### src/rtl/ife_multi_dispatch.sv
// Block dispatcher: queues incoming instruction blocks and issues each either to a
// redundant set of idle cores (checked by commit) or to the serial path as fallback.
module ife_multi_dispatch #(
   parameter int BLOCK_ID_WIDTH = 8,
   parameter int INSTR_WIDTH    = 32,
   parameter int BLOCK_SIZE     = 4,
   parameter int NUM_CORES      = 4,
   parameter int MIN_CORES      = 2,
   parameter int QUEUE_DEPTH    = 4,
   parameter int STALL_LIMIT    = 16,
   parameter int TIMEOUT_CYCLES = 64
) (
   input  logic                              clk,
   input  logic                              rst,
   input  logic [BLOCK_ID_WIDTH-1:0]         in_block_id,
   input  logic [BLOCK_SIZE*INSTR_WIDTH-1:0] in_block_data,
   input  logic                              in_is_safe,
   input  logic                              in_valid,
   output logic                              in_ready,
   input  logic [NUM_CORES-1:0]              core_busy,
   output logic [BLOCK_ID_WIDTH-1:0]         par_block_id,
   output logic [BLOCK_SIZE*INSTR_WIDTH-1:0] par_block_data,
   output logic [NUM_CORES-1:0]              par_core_mask,
   output logic                              par_valid,
   input  logic                              commit_valid,
   input  logic [BLOCK_ID_WIDTH-1:0]         commit_block_id,
   input  logic                              commit_match,
   output logic [BLOCK_ID_WIDTH-1:0]         ser_block_id,
   output logic [BLOCK_SIZE*INSTR_WIDTH-1:0] ser_block_data,
   output logic                              ser_valid,
   input  logic                              ser_ready,
   output logic                              ser_is_fallback,
   output logic                              commit_ok,
   output logic [15:0]                       fallback_count,
   output logic                              busy
);
   localparam int DW = BLOCK_SIZE * INSTR_WIDTH;
   localparam int EW = BLOCK_ID_WIDTH + DW + 1;
   localparam int QW = $clog2(QUEUE_DEPTH);
   localparam int SW = $clog2(STALL_LIMIT + 1);
   localparam int TW = $clog2(TIMEOUT_CYCLES + 1);
   localparam logic [QW:0]   Q_FULL     = (QW + 1)'(QUEUE_DEPTH);
   localparam logic [SW-1:0] STALL_LAST = SW'(STALL_LIMIT - 1);
   localparam logic [TW-1:0] TIME_LAST  = TW'(TIMEOUT_CYCLES - 1);

   typedef enum logic [1:0] {IDLE, PAR_WAIT, SER_OUT} state_t;
   state_t state_reg, state_next;

   logic [EW-1:0]             q_mem [QUEUE_DEPTH];
   logic [QW-1:0]             wr_ptr_reg, rd_ptr_reg;
   logic [QW:0]               count_reg;
   logic [BLOCK_ID_WIDTH-1:0] head_id;
   logic [DW-1:0]             head_data;
   logic                      head_safe;
   logic                      push, pop, go_par, fall, commit_hit, cores_ok;
   logic [NUM_CORES-1:0]      sel_mask;
   logic [SW-1:0]             stall_reg, stall_next;
   logic [TW-1:0]             timer_reg, timer_next;

   assign in_ready = (count_reg != Q_FULL);
   assign push     = in_valid && in_ready;
   assign busy     = (state_reg != IDLE);
   assign {head_id, head_data, head_safe} = q_mem[rd_ptr_reg];
   assign cores_ok = ($countones(~core_busy) >= MIN_CORES);

   always_ff @(posedge clk) begin
      if (push) q_mem[wr_ptr_reg] <= {in_block_id, in_block_data, in_is_safe};
   end

   always_ff @(posedge clk or posedge rst) begin
      if (rst) begin
         wr_ptr_reg <= '0;
         rd_ptr_reg <= '0;
         count_reg  <= '0;
      end else begin
         if (push) wr_ptr_reg <= wr_ptr_reg + QW'(1);
         if (pop)  rd_ptr_reg <= rd_ptr_reg + QW'(1);
         if (push && !pop)      count_reg <= count_reg + (QW + 1)'(1);
         else if (pop && !push) count_reg <= count_reg - (QW + 1)'(1);
      end
   end

   // Pick the lowest-index MIN_CORES idle cores.
   always_comb begin
      int taken;
      sel_mask = '0;
      taken    = 0;
      for (int i = 0; i < NUM_CORES; i++) begin
         if (!core_busy[i] && taken < MIN_CORES) begin
            sel_mask[i] = 1'b1;
            taken       = taken + 1;
         end
      end
   end

   always_comb begin
      state_next = state_reg;
      pop        = 1'b0;
      go_par     = 1'b0;
      fall       = 1'b0;
      commit_hit = 1'b0;
      stall_next = stall_reg;
      timer_next = timer_reg;
      case (state_reg)
         IDLE: begin
            timer_next = '0;
            if (count_reg == '0) begin
               stall_next = '0;
            end else if (!head_safe || cores_ok || stall_reg == STALL_LAST) begin
               pop        = 1'b1;
               go_par     = head_safe && cores_ok;
               state_next = (head_safe && cores_ok) ? PAR_WAIT : SER_OUT;
               stall_next = '0;
            end else begin
               stall_next = stall_reg + SW'(1);
            end
         end
         PAR_WAIT: begin
            // A matching commit takes priority over an expiring timer.
            if (commit_valid && commit_block_id == par_block_id) begin
               commit_hit = commit_match;
               fall       = !commit_match;
               state_next = commit_match ? IDLE : SER_OUT;
            end else if (timer_reg == TIME_LAST) begin
               fall       = 1'b1;
               state_next = SER_OUT;
            end else begin
               timer_next = timer_reg + TW'(1);
            end
         end
         SER_OUT: begin
            if (ser_ready) state_next = IDLE;
         end
         default: state_next = IDLE;
      endcase
   end

   always_ff @(posedge clk or posedge rst) begin
      if (rst) begin
         state_reg       <= IDLE;
         stall_reg       <= '0;
         timer_reg       <= '0;
         par_valid       <= 1'b0;
         par_core_mask   <= '0;
         par_block_id    <= '0;
         par_block_data  <= '0;
         ser_valid       <= 1'b0;
         ser_block_id    <= '0;
         ser_block_data  <= '0;
         ser_is_fallback <= 1'b0;
         commit_ok       <= 1'b0;
         fallback_count  <= '0;
      end else begin
         state_reg     <= state_next;
         stall_reg     <= stall_next;
         timer_reg     <= timer_next;
         par_valid     <= go_par;
         par_core_mask <= go_par ? sel_mask : '0;
         commit_ok     <= commit_hit;
         if (go_par) begin
            par_block_id   <= head_id;
            par_block_data <= head_data;
         end
         if (pop && !go_par) begin
            ser_valid       <= 1'b1;
            ser_block_id    <= head_id;
            ser_block_data  <= head_data;
            ser_is_fallback <= 1'b0;
         end else if (fall) begin
            ser_valid       <= 1'b1;
            ser_block_id    <= par_block_id;
            ser_block_data  <= par_block_data;
            ser_is_fallback <= 1'b1;
         end else if (ser_valid && ser_ready) begin
            ser_valid <= 1'b0;
         end
         if (fall && fallback_count != 16'hFFFF) fallback_count <= fallback_count + 16'd1;
      end
   end
endmodule

### config.mk
export PLATFORM = sky130hd
export DESIGN_NAME = ife_multi_dispatch
export DESIGN_NICKNAME = d
export VERILOG_FILES = /design/src/rtl/ife_multi_dispatch.sv
export SDC_FILE = /design/constraint.sdc
export NUM_CORES = 1
export LEC_CHECK = 0
export ABC_AREA = 1
export CORE_MARGIN = 10
export CORE_UTILIZATION = 55
export CTS_CLUSTER_DIAMETER = 80
export DETAILED_ROUTE_END_ITERATION = 6
export GPL_TIMING_DRIVEN = 1
export MAX_ROUTING_LAYER = met4
export PLACE_DENSITY = 0.8
export SETUP_SLACK_MARGIN = 0.15
export SYNTH_ARGS = -nofsm -noshare
export SYNTH_HDL_FRONTEND = slang
export SYNTH_SLANG_ARGS = --single-unit
export TNS_END_PERCENT = 50
### constraint.sdc
create_clock -name clk -period 14.5 [get_ports clk]
set_input_delay 2.9 -clock clk [delete_from_list [all_inputs] [get_ports clk]]
set_output_delay 2.9 -clock clk [all_outputs]
set_load 0.1 [all_outputs]
* Word level (Yosys, flattened, before mapping) *
Memories as Yosys holds them, arrays and structs flattened.
Cells that the tools add are included.

storage, ports and cells
  bits in read-only memories = 0
  logic and storage cells = 122
  RAM bits = 548
  bits of input ports = 155
  register bits = 317
  latch bits = 0
  memories kept = 1

memory list
  name   words  bits a word  read ports  clocked after memory_dff  wr ports  line  source
  q_mem  4      137          1           0                         1         49    logic [EW-1:0] q_mem [QUEUE_DEPTH];

cells by class
  bitwise operators = 1
  multipliers = 0
  reductions and logical operators = 30
  muxes and demuxes = 45
  div/mod/pow operators = 0
  shifts and indexed selects = 0
  $add $sub $neg = 12
  equal/unequal tests = 13
  $lt $le $gt $ge = 4

operators with widths
  operator                                                                number
  128-bit two-way mux                                                     2
  32-bit by 3-bit < comparator with 1-bit output (second input constant)  3
  32-bit by 2-bit adder with 32-bit output (second input constant)        2
  32-bit two-way mux                                                      2
  1-bit two-way mux                                                       23
  16-bit by 1-bit adder with 16-bit output (second input constant)        1
  8-bit two-way mux                                                       2
  16-bit != test (second input constant)                                  1
  2-bit two-way mux                                                       7
  7-bit two-way mux                                                       2
  7-bit one-hot mux with 2 select lines                                   1
  1-bit logical AND                                                       11
  5-bit two-way mux                                                       2
  2-bit != test (second input constant)                                   5
  8-bit equality test                                                     1
  1-bit zero test                                                         8
  2-bit nonzero test                                                      4
  7-bit by 1-bit adder with 7-bit output (second input constant)          1
  7-bit by 6-bit equality test with 1-bit output (second input constant)  1
  3-bit two-way mux                                                       2
  3-bit != test (second input constant)                                   2
  2-bit one-hot mux with 3 select lines                                   1
  5-bit by 1-bit adder with 5-bit output (second input constant)          1
  5-bit by 4-bit equality test with 1-bit output (second input constant)  1
  other kinds (16)                                                        19

* Depth between registers and ports, before layout *
Gate-level depths: netlist of the first run.

  depth after elaboration = 12
  mapped depth = 15
  gate-level depth less buffers = 15

* Least setup slack after synthesis of the first run *
Ideal clock, no wire load.

  kind = input -> register
  start point = input port in_valid
  end point = memory q_mem[0][0] in the netlist's numbering (enable)
  data arrival time = 8.807 ns
  data required time = 13.864 ns
  stages = 2
  slack = 5.057 ns
  setup time = 0.636 ns
  cell sequence = nand2_1 -> nor2_1

on the way
  word-level cells in the longest chain between the ends = 3

ends and longest elaborated chain
  element                                  line  source
  start: declaration                       18    input logic in_valid,
  1-bit logical AND                        61    assign push = in_valid && in_ready;
  1-bit two-way mux                        67    if (push) q_mem[wr_ptr_reg] <= {in_block_id, in_block_data, in_is_safe};
  1-bit two-way mux (not written as such)  67
  end: declaration                         49

Every way passes these cells.

* Worst setup path in the final report of the first run *
  start point = input port core_busy[0]
  end point = register par_block_data[30]

on the way
  word-level cells in the longest chain between the ends = 9
  elaborated cells on any way between the ends = 10
  classes of those cells = add/sub: 2; order compare: 1; mux: 3; bitwise: 1; reduce/logical: 3

ends and longest elaborated chain
  element                                                         line  source
  start: declaration                                              20    input logic [NUM_CORES-1:0] core_busy,
  4-bit inverter *                                                64    assign cores_ok = ($countones(~core_busy) >= MIN_CORES);
  1-bit by 1-bit adder with 2-bit output (not written as such) *  64
  2-bit by 2-bit adder with 3-bit output (not written as such) *  64
  3-bit by 2-bit greater-or-equal comparator with 1-bit output *  64
  1-bit logical OR (2 in a row)                                   109   end else if (!head_safe || cores_ok || stall_reg == STALL_LAST) begin
  1-bit two-way mux *                                             109
  1-bit two-way mux *                                             107   if (count_reg == '0) begin
  1-bit two-way mux *                                             104   case (state_reg)
  end signal: assignment                                          162   par_block_data <= head_data;
  end: declaration                                                22    output logic [BLOCK_SIZE*INSTR_WIDTH-1:0] par_block_data,

Every way passes the cells marked *; elsewhere a longest branch is shown, timed or not.
A chain may end at the register's enable or synchronous reset.

==> out/summary.txt, run 1 <==
=================================================================================
Outcome                                                              complete, no violations
Slowest stage cell, crit path                                               inv_4
Final std cell area, no fill                                          43,000 um^2
Buffer depth of the longest clock path                                          3
Endpoint class of the critical path                                          flop
Register ranked first by flip-flop count                                    q_mem
First-pass GRT wire length                                                 145 mm
Resized cells post-CTS                                                          0
Placeable core region                                                 63,000 um^2
Worst relative slew slack                                                   0.207
Commonest non-fill, non-tap cells in the layout                      nand2_1, edfxtp_1, clkdlybuf4s50_1, dfrtp_1, nor2_1
WP data arrival                                                           7.37 ns
Peak fanout along the critical path                                            81
Routed wire length on met3                                                7.06 mm
CTS sink count                                                                865
Warnings from Yosys                                                             0
Global routing usage summed across all routing layers                       0.259
Seq cells post-synth                                                          865
Top layer reached by signal wires                                            met4
Mapped Nets                                                                 3,460
Largest net degree at the start of global routing                             189
H-tree levels                                                                   3
Cell variety after synth                                                       29
DR WL/cell                                                                20.7 um
Die width                                                                  272 um
IO Port Bufs                                                                  452
Most common cell after layout, fill and taps aside                        nand2_1
Starting DRT DRC Count                                                      2,751
Area of the multi-input gates                                           9490 um^2
Maximum operating frequency                                             0.147 GHz
Number of routed nets with antenna violations                                   0
RSZ-0062 raised after global routing                                        false
Number of max-cap violations                                                    0
Proportion of synthesized chip area in sequential cells                     0.699
Number of buffers added by the clock tree synthesis step                       87
EDFF count, synth                                                             548
Max FFs per register                                                          548
Count of buffers added by post-CTS timing repair for setup                      0
Fraction of synthesis flops using an asynchronous set or reset pin          0.366
Largest registers                                                    q_mem (548), par_block_data (128), ser_block_data (128)
Root buffer cell                                                        clkbuf_16
Worst-case clock skew                                                   0.0292 ns
Crit start category                                                     input pin
Fraction of the cycle the final worst path needs                            0.469
CTS tree                                                                     done
Via-to-Cell Ratio                                                            5.56
Dominant cell type by area after synthesis                               edfxtp_1
Vias in the first global route                                             24,818
Last weighted congestion value of the routability-driven placer             0.966
Number of instances in the synthesized netlist                              3,292
Most area-consuming cells after synthesis                            edfxtp_1, dfrtp_1, nand2_1, o21ai_0, nor2_1
Final WL                                                                  95.5 mm
Hold-fix buffers, CTS                                                           0
Antenna violations before repair                                               22
Number of standard-cell rows in the floorplan                                  92
Router iterations before antenna repair                                         6
Share of cells above drive strength 1                                      0.0477
Final HPWL DP                                                             56.7 mm
Post-layout minimum cycle time                                            6.79 ns
Total area of sequential cells                                        24,400 um^2
Placed Area                                                           39,900 um^2
Die outline area                                                      73,900 um^2
GRT Residual Overflow                                                           0
Buffers plus inverters on the worst setup path                                  5
Critical path class                                                        in2reg
Largest delay share family, worst path                               buffers and inverters
Netlist area before placement                                         34,900 um^2
Die height                                                                 272 um
Series of cell instances along the critical path                     clkdlybuf4s50_1 -> inv_1 -> fa_1 -> a21oi_1 -> nand3b_1 -> inv_1 -> nand3_4 -> inv_4 -> buf_4 -> nand2_1 -> nand2_1
Layout fillers                                                              4,539
Clock insertion delay at the later pin of the skew report                 0.65 ns
Initial core utilization                                                    0.554
Max Transition Viols Final                                                      0
HP Class                                                                  reg2reg
Via count                                                                  25,592
Clk slew on worst S/H paths                                               0.06 ns
Final Hold Fails                                                                0
Longest individual stage delay on the worst path                          0.90 ns
Post-synthesis area per instance                                        10.6 um^2
I/O pins                                                                      453
Data required time at the worst endpoint                                 15.08 ns
Post-synth top area share                                                   0.472
Final routed DRC violation total                                                0
Final nets                                                                  3,828
Sum Neg Setup Slack                                                          0 ns
Met2 wire length                                                          47.8 mm
Actual slew at the worst max-slew pin                                     1.19 ns
Met1 routed wirelength after detailed routing                             38.0 mm
Worst setup timing slack at the placement stage                           6.99 ns
Setup-failing EPs final                                                         0
Post-synth top flop                                                      edfxtp_1
Area Growth Syn to Fin                                                      23.1%
Final worst setup slack                                                   7.71 ns
=================================================================================
==> synthesized netlist by cell type, types with 2 or more instances <==
master       n
inv_2        4
nand3_2      2
nor3_1      10
xor2_1      19
edfxtp_1   548
buf_2       89
buf_1        5
o22ai_1    138
nand2_1   1179
nand4_1      6
nand3_1    176
clkbuf_1   102
inv_1       57
o21ai_0    289
xnor2_1      8
fa_1         2
ha_1        11
nor2_1     316
nor3_2       2
a21oi_1      4
dfrtp_1    317
==> metal layers <==
layer  up-vias  track usage
met2      1041        0.422
li1      11892            -
met4         0       0.0974
met3       164       0.0494
met1     12495        0.319
met5         -            -
==> per-stage QoR <==
stage	utilization	hold WS, ns	std cells
6_report	0.682	0.502	4604
5_1_grt	0.682	0.528	4602
4_1_cts	0.681	0.503	4580
3_5_place_dp	0.634	0.487	4417
3_3_place_gp	0.634	0.486	4417
2_1_floorplan	-	0.469	3292
==> logic make-up after synthesis <==
| kind of cell | count (synthesis) | synth area share |
|---|---|---|
| compound gates | 432 | 0.0670 |
| buf+inv | 259 | 0.0314 |
| flops | 865 | 0.699 |
| xor+xnor | 27 | 0.00678 |
| simple gates | 1696 | 0.191 |
| fa+ha+maj | 13 | 0.00509 |
==> final cells by class <==
cell class | instances | area share
Sequential cell | 865 | 0.568
Multi-Input combinational cell | 2168 | 0.221
Timing Repair Buffer | 477 | 0.111
Clock buffer | 121 | 0.0582
Tap cell | 846 | 0.0246
Clock inverter | 42 | 0.0107
Inverter | 61 | 0.00580
Antenna cell | 24 | 0.00140
==> worst min-delay path, cell delays in order (launching register included) <==
cell and delay (ns):
dfrtp_1 0.34, nand3_1 0.07, nand2_1 0.06
==> worst paths after layout <==
check | start | to | slack [ns] | cells past startpoint
max in group asynchronous | rst | rd_ptr_reg[0] | 9.60 | 4
setup / recovery | core_busy[0] | par_block_data[30] | 7.71 | 11
min in group asynchronous | rst | ser_block_data[20] | 2.73 | 2
hold reg to reg | ser_block_data[11] | ser_block_data[11] | 0.50 | 2
hold / removal | ser_block_data[11] | ser_block_data[11] | 0.50 | 2
setup reg to reg | rd_ptr_reg[1] | par_block_data[30] | 9.32 | 9
Power of run 1 is not shown: default switching activity piles up to over one toggle a cycle in this logic, so the estimate is an artifact.
==> run 2, diff against run 1 <==
- CORE_UTILIZATION: 55 -> 50
- PLACE_DENSITY: 0.8 -> 0.76
- clock period: 14.5 -> 5.65 ns (I/O delays scaled with it)
==> run 2 against run 1 <==
  * Flip-flop and latch count did not move
  * Highest routed layer unchanged
  * Sequential share of layout area fell by 0.39 points
  * Critical endpoint is now busy
  * Final cell count rose by 2.2%
  * Largest cell class unchanged
==> out/summary.txt, run 2 (same netlist as run 1, synthesis figures left out) <==
==============================================================================
Buffer depth of the longest clock path                                       3   unchanged
CTS tree                                                                  done   unchanged
Setup-failing EPs final                                                      0   unchanged
Outcome                                                           complete, no violations   unchanged
Actual slew at the worst max-slew pin                                  1.28 ns   was 1.19 ns
Clk slew on worst S/H paths                                            0.07 ns   was 0.06 ns
WHS Path Cells                                                               2   unchanged
Vias in the first global route                                          24,474   was 24,818
Post-layout minimum cycle time                                         4.36 ns
DR WL/cell                                                             20.5 um   was 20.7 um
Series of cell instances along the critical path                  nor2_1 -> inv_1 -> clkdlybuf4s50_1   was clkdlybuf4s50_1 -> inv_1 -> fa_1 -> a21oi_1 -> nand3b_1 -> inv_1 -> nand3_4 -> inv_4 -> buf_4 -> nand2_1 -> nand2_1
Die height                                                              284 um   was 272 um
CTS sink count                                                             865   unchanged
H-tree levels                                                                3   unchanged
Capture instance of the worst register-to-register path           par_block_data[34]   was par_block_data[30]
Commonest non-fill, non-tap cells in the layout                   nand2_1, edfxtp_1, clkdlybuf4s50_1, dfrtp_1, nor2_1   unchanged
Peak fanout along the critical path                                         11   was 81
Area Growth Syn to Fin                                                   24.0%   was 23.1%
Number of standard-cell rows in the floorplan                               96   was 92
GR peak layer                                                             met2   unchanged
I/O pins                                                                   453   unchanged
Endpoint class of the critical path                                 output pin   was flop
Worst-case clock skew                                                0.0254 ns   was 0.0292 ns
Worst Reg-to-Reg Cells                                                      10   was 9
Die width                                                               284 um   was 272 um
Fraction of met2 tracks used by global routing                           0.386   was 0.422
Via count                                                               25,368   was 25,592
Final HPWL DP                                                          58.7 mm   was 56.7 mm
Most common cell after layout, fill and taps aside                     nand2_1   unchanged
Hold-fix buffers, CTS                                                        0   unchanged
Placeable core region                                              68,900 um^2   was 63,000 um^2
Worst setup timing slack at the placement stage                        1.16 ns   was 6.99 ns
Fraction of the cycle the final worst path needs                         0.772
Final nets                                                               3,842   was 3,828
Data required time at the worst endpoint                               4.52 ns   was 15.08 ns
Register ranked first by flip-flop count                                 q_mem   unchanged
Max Transition Viols Final                                                   0   unchanged
Number of buffers added by the clock tree synthesis step                    90   was 87
Final WL                                                               96.7 mm   was 95.5 mm
GR Util met1                                                             0.300   was 0.319
GRT Residual Overflow                                                        0   unchanged
Crit start category                                                       flop   was input pin
Final routed DRC violation total                                             0   unchanged
HP Class                                                               reg2reg   unchanged
Router iterations before antenna repair                                      5   was 6
Longest individual stage delay on the worst path                       1.07 ns   was 0.90 ns
Initial core utilization                                                 0.506   was 0.554
Number of routed nets with antenna violations                                0   unchanged
Largest net degree at the start of global routing                          189   unchanged
Maximum operating frequency                                          0.229 GHz
WP data arrival                                                        3.23 ns   was 7.37 ns
Slowest stage cell, crit path                                     clkdlybuf4s50_1   was inv_4
Min-Delay Startpoint                                              par_block_data[85]   was ser_block_data[11]
FF-to-FF Start                                                    rd_ptr_reg[0]   was rd_ptr_reg[1]
Fraction of met3 tracks used by global routing                          0.0489   was 0.0494
First-pass GRT wire length                                              148 mm   was 145 mm
Largest registers                                                 q_mem (548), par_block_data (128), ser_block_data (128)   unchanged
Worst relative slew slack                                                0.148   was 0.207
Global routing usage summed across all routing layers                    0.239   was 0.259
Count of buffers added by post-CTS timing repair for setup                   0   unchanged
Starting DRT DRC Count                                                   2,141   was 2,751
Hold path endpoint                                                par_block_data[85]   was ser_block_data[11]
Resized cells post-CTS                                                       0   unchanged
Critical path class                                                    reg2out   was in2reg
Die outline area                                                   80,800 um^2   was 73,900 um^2
Clock insertion delay at the later pin of the skew report              0.65 ns   about the same
Largest delay share family, worst path                            buffers and inverters   unchanged
Buffers plus inverters on the worst setup path                               2   was 5
Antenna violations before repair                                            22   unchanged
Share of cells above drive strength 1                                   0.0538   was 0.0477
Max FFs per register                                                       548   unchanged
RSZ-0062 raised after global routing                                     false   unchanged
R2R setup slack                                                        1.65 ns   was 9.32 ns
Number of max-cap violations                                                 0   unchanged
Via-to-Cell Ratio                                                         5.39   was 5.56
Final worst setup slack                                                1.29 ns   was 7.71 ns
IO Port Bufs                                                               452   unchanged
Root buffer cell                                                     clkbuf_16   unchanged
Final Hold Fails                                                             0   unchanged
Last weighted congestion value of the routability-driven placer          0.889   was 0.966
==============================================================================
[run 2: changes by cell type in the layout (fill, tap and decap cells not counted), sizes merged]
cell,delta
clkinv,+9
clkinvlp,+3
inv,-1
bufinv,-4
buf,+11
diode,-1
[run 2: metrics by stage]
step                utilization  hold WS, ns  cells  area, um^2  TNS (ns)
finish                    0.627        0.503   4706       43300         0
global route              0.627        0.526   4705       43300         0
CTS                       0.627        0.504   4683       43200         0
detailed placement        0.584        0.487   4513       40300         0
global placement          0.584        0.485   4513       40300         0
floorplan                     -        0.469   3292       34900  -1202.41
[run 2: how the worst max path moves through the flow]
stage                  from                 end  slack, ns  cells past startpoint
2_1_floorplan  count_reg[0]         q_mem[0][0]      -2.19                      4
3_3_place_gp   core_busy[0]  ser_block_data[88]       1.26                     14
3_5_place_dp   core_busy[0]  ser_block_data[86]       1.16                     14
4_1_cts        state_reg[1]                busy       1.29                      3
5_1_grt        state_reg[1]                busy       1.14                      3
6_report       state_reg[1]                busy       1.29                      3
[run 2: area by class of cell]
cell class,instances,area [um^2]
clock buffer,121,2490
inverter,61,248
antenna,23,57.6
multi-input combinational,2168,9490
clock inverter,49,445
timing repair buffer,488,4970
sequential,865,24400
fill,5382,25700
tap,931,1160
[run 2: tightest hold or removal path: stages, from the launching register on]
cell and delay, ns:
dfrtp_1 0.36, nand2_1 0.06, nand2_1 0.05
[run 2: per-layer routing]
layer / vias up / wire length, um
li1: 11911 / -
met1: 12475 / 40000
met2: 828 / 47700
met4: 0 / 2670
met5: - / 0
met3: 154 / 6330
Power of run 2 is left out for the same reason.
